File: src/rtl/ctle_adapt_pkg.sv
// ============================================================================
// Module : ctle_adapt_pkg
// Brief  : Shared types and helpers for the CTLE sign-sign adaptation block.
// Rev    : 1.0 - initial release
// ============================================================================
`default_nettype none

package ctle_adapt_pkg;

  // Controller states
  typedef enum logic [1:0] {
    IDLE   = 2'd0,
    SETTLE = 2'd1,
    ACCUM  = 2'd2
  } state_t;

  // Direction of the most recent real code update
  typedef enum logic [1:0] {
    DIR_NONE = 2'd0,
    DIR_UP   = 2'd1,
    DIR_DN   = 2'd2
  } dir_t;

  // Increment that sticks at lim instead of wrapping
  function automatic logic [31:0] sat_inc(input logic [31:0] v, input logic [31:0] lim);
    return (v >= lim) ? lim : v + 32'd1;
  endfunction

endpackage

`default_nettype wire

File: src/rtl/adapt_settle_timer.sv
// ============================================================================
// Module : adapt_settle_timer
// Brief  : Counts SETTLE_CYC clocks after a load pulse; done marks the last.
// Rev    : 1.0 - initial release
// ============================================================================
`default_nettype none

module adapt_settle_timer #(
  parameter int SETTLE_CYC = 32
) (
  input  logic clk,
  input  logic rst,
  input  logic load,
  input  logic run,
  output logic done
);

  localparam int CNT_W = (SETTLE_CYC > 1) ? $clog2(SETTLE_CYC) : 1;
  localparam logic [CNT_W-1:0] CNT_LOAD = CNT_W'(SETTLE_CYC - 1);

  logic [CNT_W-1:0] cnt;

  // Down-counter: load starts a fresh window, run walks it to zero
  always_ff @(posedge clk) begin
    if (rst) begin
      cnt <= '0;
    end else if (load) begin
      cnt <= CNT_LOAD;
    end else if (run && (cnt != '0)) begin
      cnt <= cnt - 1'b1;
    end
  end

  assign done = run && (cnt == '0);

endmodule

`default_nettype wire

File: src/rtl/ctle_adapt_ctrl.sv
// ============================================================================
// Module : ctle_adapt_ctrl
// Brief  : Sign-sign CTLE code adaptation with settle window and dither lock.
//          Optional statistics outputs (upd_cnt, sat_hit) are built when the
//          macro CTLE_ADAPT_STATS_EN is defined.
// Rev    : 1.0 - initial release
// ============================================================================
`default_nettype none

module ctle_adapt_ctrl
  import ctle_adapt_pkg::*;
#(
  parameter int CODE_W     = 5,
  parameter int CODE_INIT  = 16,
  parameter int ACC_W      = 8,
  parameter int THRESH     = 64,
  parameter int SETTLE_CYC = 32,
  parameter int LOCK_N     = 8
) (
  input  logic              clk,
  input  logic              rst,
  input  logic              en,
  input  logic              start,
  input  logic              dval,
  input  logic              dk,
  input  logic              ek,
  output logic [CODE_W-1:0] code,
  output logic              code_upd,
  output logic              locked,
  output logic              busy
`ifdef CTLE_ADAPT_STATS_EN
  ,
  output logic [15:0]       upd_cnt,
  output logic              sat_hit
`endif
);

  localparam int REV_W = $clog2(LOCK_N + 1);
  localparam logic [CODE_W-1:0]       CODE_TOP = CODE_W'((1 << CODE_W) - 1);
  localparam logic [CODE_W-1:0]       CODE_RST = CODE_W'(CODE_INIT);
  localparam logic signed [ACC_W-1:0] THR_P    = ACC_W'(THRESH);
  localparam logic signed [ACC_W-1:0] THR_N    = -THR_P;
  localparam logic signed [ACC_W-1:0] ACC_ONE  = ACC_W'(1);
  localparam logic [REV_W-1:0]        REV_LOCK = REV_W'(LOCK_N);

  state_t                  state;
  dir_t                    last_dir;
  logic signed [ACC_W-1:0] acc;
  logic                    d_prev;
  logic                    d_vld;
  logic [REV_W-1:0]        rev_cnt;

  logic signed [ACC_W-1:0] acc_nxt;
  logic                    corr;
  logic                    req_up;
  logic                    req_dn;
  logic                    sat_req;
  logic                    step;
  dir_t                    step_dir;
  logic [REV_W-1:0]        rev_nxt;
  logic                    settle_load;
  logic                    settle_done;

  // Correlation of the error sign with the previous decision
  assign acc_nxt  = (ek == d_prev) ? acc + ACC_ONE : acc - ACC_ONE;
  assign corr     = (state == ACCUM) && dval && d_vld;
  assign req_up   = corr && (acc_nxt >= THR_P);
  assign req_dn   = corr && (acc_nxt <= THR_N);
  assign sat_req  = (req_up && (code == CODE_TOP)) || (req_dn && (code == '0));
  assign step     = (req_up || req_dn) && !sat_req;
  assign step_dir = req_up ? DIR_UP : DIR_DN;

  // A reversal only counts against a previously recorded direction
  always_comb begin
    rev_nxt = '0;
    if ((last_dir != DIR_NONE) && (step_dir != last_dir)) begin
      rev_nxt = REV_W'(sat_inc(32'(rev_cnt), 32'(LOCK_N)));
    end
  end

  assign settle_load = en && (start || step);
  assign busy        = (state != IDLE);

  adapt_settle_timer #(
    .SETTLE_CYC (SETTLE_CYC)
  ) u_settle (
    .clk  (clk),
    .rst  (rst),
    .load (settle_load),
    .run  (state == SETTLE),
    .done (settle_done)
  );

  // Main controller: en low beats start, start beats normal sequencing
  always_ff @(posedge clk) begin
    if (rst) begin
      state    <= IDLE;
      code     <= CODE_RST;
      code_upd <= 1'b0;
      locked   <= 1'b0;
      acc      <= '0;
      rev_cnt  <= '0;
      last_dir <= DIR_NONE;
      d_prev   <= 1'b0;
      d_vld    <= 1'b0;
    end else if (!en) begin
      state    <= IDLE;
      code_upd <= 1'b0;
      locked   <= 1'b0;
      acc      <= '0;
      rev_cnt  <= '0;
      last_dir <= DIR_NONE;
      d_vld    <= 1'b0;
    end else if (start) begin
      state    <= SETTLE;
      code     <= CODE_RST;
      code_upd <= 1'b0;
      locked   <= 1'b0;
      acc      <= '0;
      rev_cnt  <= '0;
      last_dir <= DIR_NONE;
      d_vld    <= 1'b0;
    end else begin
      code_upd <= 1'b0;
      case (state)
        IDLE: ;
        SETTLE: begin
          d_vld <= 1'b0;
          if (settle_done) state <= ACCUM;
        end
        ACCUM: begin
          if (dval) begin
            d_prev <= dk;
            d_vld  <= 1'b1;
            if (d_vld) begin
              if (step) begin
                code     <= (step_dir == DIR_UP) ? code + 1'b1 : code - 1'b1;
                code_upd <= 1'b1;
                acc      <= '0;
                state    <= SETTLE;
                last_dir <= step_dir;
                rev_cnt  <= rev_nxt;
                locked   <= (rev_nxt == REV_LOCK);
              end else if (sat_req) begin
                acc     <= '0;
                rev_cnt <= '0;
                locked  <= 1'b0;
              end else begin
                acc <= acc_nxt;
              end
            end
          end
        end
        default: state <= IDLE;
      endcase
    end
  end

`ifdef CTLE_ADAPT_STATS_EN
  // Update counter and sticky saturation flag, both cleared on (re)start
  always_ff @(posedge clk) begin
    if (rst) begin
      upd_cnt <= '0;
      sat_hit <= 1'b0;
    end else if (en && start) begin
      upd_cnt <= '0;
      sat_hit <= 1'b0;
    end else if (en) begin
      if (step) upd_cnt <= 16'(sat_inc(32'(upd_cnt), 32'hFFFF));
      if (sat_req) sat_hit <= 1'b1;
    end
  end
`endif

endmodule

`default_nettype wire

File: config.mk
export PLATFORM = sky130hd
export DESIGN_NAME = ctle_adapt_ctrl
export DESIGN_NICKNAME = d
export VERILOG_FILES = /design/src/rtl/ctle_adapt_pkg.sv /design/src/rtl/adapt_settle_timer.sv /design/src/rtl/ctle_adapt_ctrl.sv
export SDC_FILE = /design/constraint.sdc
export NUM_CORES = 1
export LEC_CHECK = 0
export CORE_UTILIZATION = 40
export CTS_CLUSTER_DIAMETER = 50
export DETAILED_ROUTE_END_ITERATION = 6
export HOLD_SLACK_MARGIN = 0.06
export PLACE_DENSITY = 0.57
export SETUP_SLACK_MARGIN = 0.3
export SYNTH_ARGS = -nofsm -noshare
export SYNTH_HDL_FRONTEND = slang
export SYNTH_SLANG_ARGS = --single-unit
export TNS_END_PERCENT = 100
File: constraint.sdc
create_clock -name clk -period 4.9 [get_ports clk]
set_clock_uncertainty 0.2 [all_clocks]
set_input_delay 0.735 -clock clk [delete_from_list [all_inputs] [get_ports clk]]
set_output_delay 0.735 -clock clk [all_outputs]
set_load 0.01 [all_outputs]
==> impl_metrics.json, run 1 <==
{
  "crit_type": "primary input to flip-flop",
  "worst_hold_slack_ns": 0.273,
  "leakagePower_nw": 0.837,
  "ys.flop_type": "dfxtp_1",
  "routed_via_density": 5.80,
  "nNetsFinal": 249,
  "holdPathStages": 2,
  "power_mw": 0.525,
  "yosysTopAreaCellShare": 0.319,
  "synth_edf_count": 0,
  "rr_worst_depth": 14,
  "synth-seq-area-share": 0.319,
  "path_max_fanout": 6,
  "synth-seq-cells": 30,
  "cts_tree": "done",
  "via_count": 1613,
  "synthesis.nets": 226,
  "grt_pass1_vias": 1585,
  "dpl_worst_slack_ns": 0.110,
  "htree_levels": 2,
  "n_fill_cell": 430,
  "irDropWorstVdd_mv": 0.182,
  "synth_top_cell_by_area": "dfxtp_1",
  "yosysUniqueCellTypes": 53,
  "worst_slack_ns": 0.516,
  "maxCapViolations": 0,
  "cp-end-kind": "flip-flop",
  "tightestPinTransition_ns": 0.539,
  "die_area_um2": 4990,
  "drt-initial-drc-count": 79,
  "finalCritPeriodShare": 0.895,
  "hold_class": "flip-flop to flip-flop",
  "register_area_um2": 601,
  "syn2layout_area_growth_pct": 19.4,
  "globalRouteTotalUtil": 0.188,
  "cts_sinks": 30,
  "relSlewSlack": 0.638,
  "grt_start_max_net_pins": 12,
  "antenna_found_initial": 0,
  "cp_data_required_time_ns": 4.90,
  "finalHoldViolations": 0,
  "syn-cell-area_um2": 1880,
  "core-area_um2": 4440,
  "root_buffer": "clkbuf_8",
  "synth-async-reset-ratio": 0,
  "drive_gt1_frac": 0.155,
  "power_density_nw_per_um2": 233,
  "cts_buffers": 5,
  "synthTopCellsByArea": "dfxtp_1 (32%), ha_1 (10%), a21oi_1 (4.3%)",
  "status": "complete, but fails checks",
  "die_y_um": 70.6,
  "syn_avg_cell_area_um2": 9.32,
  "syn_inst": 202,
  "fin_crit_ns": 4.38,
  "final_common_cell": "dfxtp_1",
  "timing.fmax_ghz": 0.228,
  "num_antenna_cells": 0,
  "slew_viol_final": 0,
  "tns_ns": 0,
  "crit_path_start_kind": "primary input",
  "port_buffers": 14,
  "yosys_warnings": 0,
  "avgRoutedWirePerCell_um": 15.7,
  "clockBufferDepth": 2,
  "setup_violations": 0,
  "ios": 15,
  "start_util": 0.424,
  "die_w_um": 70.6,
  "drc": 3,
  "drtAntennaViolNets": 0,
  "row_count": 24,
  "drtPass1Iterations": 6,
  "layout_common_cells": "dfxtp_1 (30), nand2_1 (17), ha_1 (15), a21oi_1 (14), clkdlybuf4s50_1 (14)",
  "final_util": 0.506,
  "arrival_ns": 4.38,
  "clk_pin_slew_ns": 0.07,
  "rsz0062_at_grt": "no",
  "multi_input_area_um2": 1270,
  "violations": "design-rule violations",
  "gp_congestion": 0.834,
  "dp_hpwl_um": 3260,
  "grt_pass1_wl_um": 7450,
  "routed_wl_um": 4360,
  "grt-ovfl-total": 0,
  "clock_latency_ns": 0.28
}
[Yosys cell counts, types with 2 or more instances]
master and count:
a221oi_2 2, dfxtp_1 30, nand3_1 11, nor2_1 10, o21ai_1 2, fa_1 2, o21ai_0 10, xor2_1 6
o22ai_1 2, o211ai_1 5, mux2i_1 2, or2_2 2, or3_1 2, inv_1 9, nand2_1 17, and3_1 4
a22o_1 3, clkbuf_1 3, a21o_1 2, xnor2_1 8, ha_1 15, nor2b_1 3, nand2b_1 2, a21oi_1 16
nor3_1 5, o21ai_2 2
[power by group]
part / switching (mW) / total (mW) / internal [mW]
registers: 0.00516 / 0.255 / 0.249
logic: 0.0321 / 0.0578 / 0.0257
clock network: 0.0995 / 0.212 / 0.113
[critical path: stages]
cell and delay (ns):
clkdlybuf4s50_1 0.49, xor2_4 0.21, buf_4 0.18, ha_1 0.37
o211ai_1 0.20, o211ai_1 0.35, o2bb2ai_4 0.21, xnor2_2 0.16
nand2_1 0.16, fa_1 0.42, a21o_1 0.19, a21oi_1 0.17
o21ai_0 0.13, and3_1 0.19, a221oi_2 0.22
[registers in the layout (all words and copies together), names as in the netlist]
| signal | flops |
|---|---|
| u_settle.cnt | 5 |
| last_dir | 2 |
| locked | 1 |
| d_vld | 1 |
| d_prev | 1 |
| code_upd | 1 |
| state | 2 |
| rev_cnt | 4 |
| acc | 8 |
| code | 5 |
[kinds of logic (layout without fill, tap and decap cells)]
family,Yosys count,in the layout,share of synthesized area
xor+xnor,15,15,0.0797
flops,30,30,0.319
mux,3,3,0.0166
simple gates,63,63,0.168
compound gates,61,61,0.270
fa+ha+maj,17,17,0.121
buf+inv,13,37,0.0259
[layer usage]
metal / GRT usage / vias up / part of all wire
met4: 0.0644 / 0 / 0.017
met2: 0.304 / 49 / 0.46
met3: 0.0442 / 11 / 0.051
met5: 0 / - / 0
met1: 0.248 / 766 / 0.47
li1: - / 787 / -
[repair_timing]
action                                  4_1_cts  5_1_grt
hold endpoints to repair                      0        0
endpoints found under the setup margin        0        1
buffers inserted                              0        0
resized for setup                             0        6
hold buffers                                  0        0
[area by class of cell]
class                   instances  area share
clock buffers                   6      0.0367
clock inverters                 2     0.00556
inverters                      10      0.0167
multi-input cells             159       0.566
flip-flops and latches         30       0.267
well taps                      52      0.0289
repair buffers                 19      0.0790
[worst paths after layout]
| path | from | end | slack, ns |
|---|---|---|---|
| min | acc[3] | acc[3] | 0.27 |
| max reg2reg | d_prev | code[4] | 1.07 |
| min reg2reg | acc[3] | acc[3] | 0.27 |
| max | ek | code[4] | 0.52 |
[through the flow]
step           cell area (um^2)  instances
3_3_place_gp               2110        270
6_report                   2250        278
5_1_grt                    2250        278
2_1_floorplan              1880        202
3_5_place_dp               2110        270
4_1_cts                    2210        278
No activity file was read; power rests on OpenSTA's default activity.
==> inputs of run 2 (changes only) <==
--- a/config.mk
+++ b/config.mk
@@ -8,7 +8,6 @@
 export CORE_UTILIZATION = 40
 export CTS_CLUSTER_DIAMETER = 50
 export DETAILED_ROUTE_END_ITERATION = 6
-export HOLD_SLACK_MARGIN = 0.06
 export PLACE_DENSITY = 0.57
 export SETUP_SLACK_MARGIN = 0.3
 export SYNTH_ARGS = -nofsm -noshare
==> results of run 2 <==
Same layout as run 1: the final DEF is identical, and so are final timing and power.
==> inputs of run 3 (changes only) <==
--- a/config.mk
+++ b/config.mk
@@ -5,10 +5,10 @@
 export SDC_FILE = /design/constraint.sdc
 export NUM_CORES = 1
 export LEC_CHECK = 0
-export CORE_UTILIZATION = 40
+export CORE_UTILIZATION = 58
 export CTS_CLUSTER_DIAMETER = 50
 export DETAILED_ROUTE_END_ITERATION = 6
-export PLACE_DENSITY = 0.57
+export PLACE_DENSITY = 0.78
 export SETUP_SLACK_MARGIN = 0.3
 export SYNTH_ARGS = -nofsm -noshare
 export SYNTH_HDL_FRONTEND = slang
==> constraint.sdc (replaced) <==
create_clock -name clk -period 4.9 [get_ports clk]
set_clock_uncertainty 0.2 [all_clocks]
set_input_delay 0.735 -clock clk [delete_from_list [all_inputs] [get_ports clk]]
set_output_delay 0.735 -clock clk [all_outputs]
set_load 0.05 [all_outputs]
==> run 3 against run 2 <==
Net effect:
- die area shrank 30%
- the run now ends clean
- critical path depth shrank 1
- clock power shrank 13%
- combinational power shrank 1%
==> impl_metrics.json, run 3 (synthesis results as in run 1) <==
{
  "slew_viol_final": 0,
  "die_w_um": 59.0,
  "gp_congestion": 0.869,
  "core-area_um2": 3080,
  "setup_violations": 0,
  "power_mw": 0.496,
  "die_y_um": 59.0,
  "relSlewSlack": 0.615,
  "post-cts-setup-buffers": 0,
  "htree_levels": 2,
  "arrival_ns": 4.31,
  "drc": 0,
  "drtPass1Iterations": 4,
  "hold_class": "flip-flop to flip-flop",
  "drtAntennaViolNets": 0,
  "grt_start_max_net_pins": 12,
  "tightestPinTransition_ns": 0.572,
  "placed_area_um2": 2110,
  "row_count": 20,
  "grt_pass1_vias": 1615,
  "r2r_end": "code[4]",
  "start_util": 0.612,
  "maxCapViolations": 0,
  "antenna_found_initial": 0,
  "drt-initial-drc-count": 88,
  "dp_hpwl_um": 3230,
  "clockBufferDepth": 2,
  "globalRouteTotalUtil": 0.276,
  "ios": 15,
  "crit_chain": "clkdlybuf4s50_1 > xor2_2 > ha_1 > a211o_2 > a221oi_2 > xnor2_1 > and2_1 > nand2_1 > ha_1 > a21o_1 > a21oi_1 > or3_1 > a221oi_1 > a221oi_2",
  "cp_data_required_time_ns": 4.91,
  "cts_sinks": 30,
  "cts_resized": 0,
  "nNetsFinal": 250,
  "leakagePower_nw": 0.831,
  "finalCritPeriodShare": 0.877,
  "port_buffers": 14,
  "cts_buffers": 5,
  "grt-ovfl-total": 0,
  "path_max_fanout": 7,
  "cp-end-kind": "flip-flop",
  "drive_gt1_frac": 0.141,
  "die_area_um2": 3480,
  "rr_worst_depth": 13,
  "cts_tree": "done",
  "design_area_um2": 2200,
  "multi_input_area_um2": 1240,
  "holdCritStartpoint": "acc[4]",
  "irDropWorstVdd_mv": 0.136,
  "rsz0062_at_grt": "no",
  "clk_pin_slew_ns": 0.10,
  "num_antenna_cells": 0,
  "reg2reg_setup_slack_ns": 1.11,
  "crit_path_start_kind": "primary input",
  "clock_latency_ns": 0.34,
  "crit_type": "primary input to flip-flop",
  "layout_common_cells": "dfxtp_1 (30), nand2_1 (17), a21oi_1 (16), ha_1 (15), clkdlybuf4s50_1 (14)",
  "largestRegisters": "acc x8, code x5, u_settle.cnt x5",
  "finalHoldViolations": 0,
  "path_depth": 14,
  "syn2layout_area_growth_pct": 16.7,
  "r2r_start": "d_prev",
  "path_buf_inv": 1,
  "timing.fmax_ghz": 0.233,
  "routed_wl_um": 4140,
  "grt_pass1_wl_um": 7070,
  "final_common_cell": "dfxtp_1",
  "status": "finished, final reports clean",
  "top_register": "acc",
  "endpoint": "code[4]",
  "fin_crit_ns": 4.30,
  "largest_reg_flops": 8,
  "n_fill_cell": 243,
  "cts_hold_buffers": 0,
  "routed_via_density": 6.00,
  "critical_path.slowest_cell": "clkdlybuf4s50_1",
  "power_density_nw_per_um2": 226,
  "avgRoutedWirePerCell_um": 15.3,
  "via_count": 1625,
  "register_area_um2": 601,
  "root_buffer": "clkbuf_4",
  "critical-path-max-stage-delay_ns": 0.50,
  "crit_path_start": "ek",
  "tns_ns": 0,
  "crit_family": "compound AO/OA/AOI/OAI gates"
}
[run 3: cell count changes in the layout (fill, tap and decap cells not counted), moves of 2 or more]
cell      change
a21oi_1       +2
a21oi_2       -2
clkbuf_4      +5
clkbuf_8      -3
[run 3: how the worst min path moves through the flow]
stage / end / slack, ns / depth (start not counted)
6_report: acc[4] / 0.27 / 2
3_5_place_dp: acc[4] / 0.26 / 2
3_3_place_gp: acc[3] / 0.25 / 2
4_1_cts: acc[4] / 0.27 / 2
5_1_grt: acc[4] / 0.30 / 2
2_1_floorplan: acc[3] / 0.24 / 2
[run 3: layout make-up]
type	instances	share of cell area
multi-input cells	159	0.565
repair buffers	20	0.0842
inverters	10	0.0171
well taps	44	0.0250
clock buffers	8	0.0359
flip-flops and latches	30	0.273
[run 3: worst min-delay path, stage by stage (launching register included)]
cell     delay [ns]
dfxtp_1        0.33
nand2_1        0.05
a21oi_1        0.05
[run 3: report_power, final]
group / internal (mW) / switching [mW] / total [mW] / leakage, nW
logic: 0.0252 / 0.0318 / 0.0570 / 0.544
clock network: 0.0979 / 0.0870 / 0.185 / 0.0446
registers: 0.249 / 0.00513 / 0.254 / 0.243
total: 0.372 / 0.124 / 0.496 / 0.831
[run 3: routing by layer]
| metal | vias to the layer above | wire (um) | track usage |
|---|---|---|---|
| met5 | - | 0 | 0 |
| met2 | 40 | 2070 | 0.482 |
| met3 | 10 | 190 | 0.0764 |
| li1 | 791 | - | - |
| met1 | 784 | 1790 | 0.307 |
| met4 | 0 | 96 | 0.136 |
[run 3: stage by stage]
stage	hold slack, ns	utilization	cells	setup slack, ns
2_1_floorplan	0.236	-	202	0.545
3_3_place_gp	0.251	0.686	263	0.223
3_5_place_dp	0.256	0.686	263	0.105
4_1_cts	0.270	0.712	271	0.473
5_1_grt	0.298	0.714	271	0.345
6_report	0.268	0.714	271	0.601
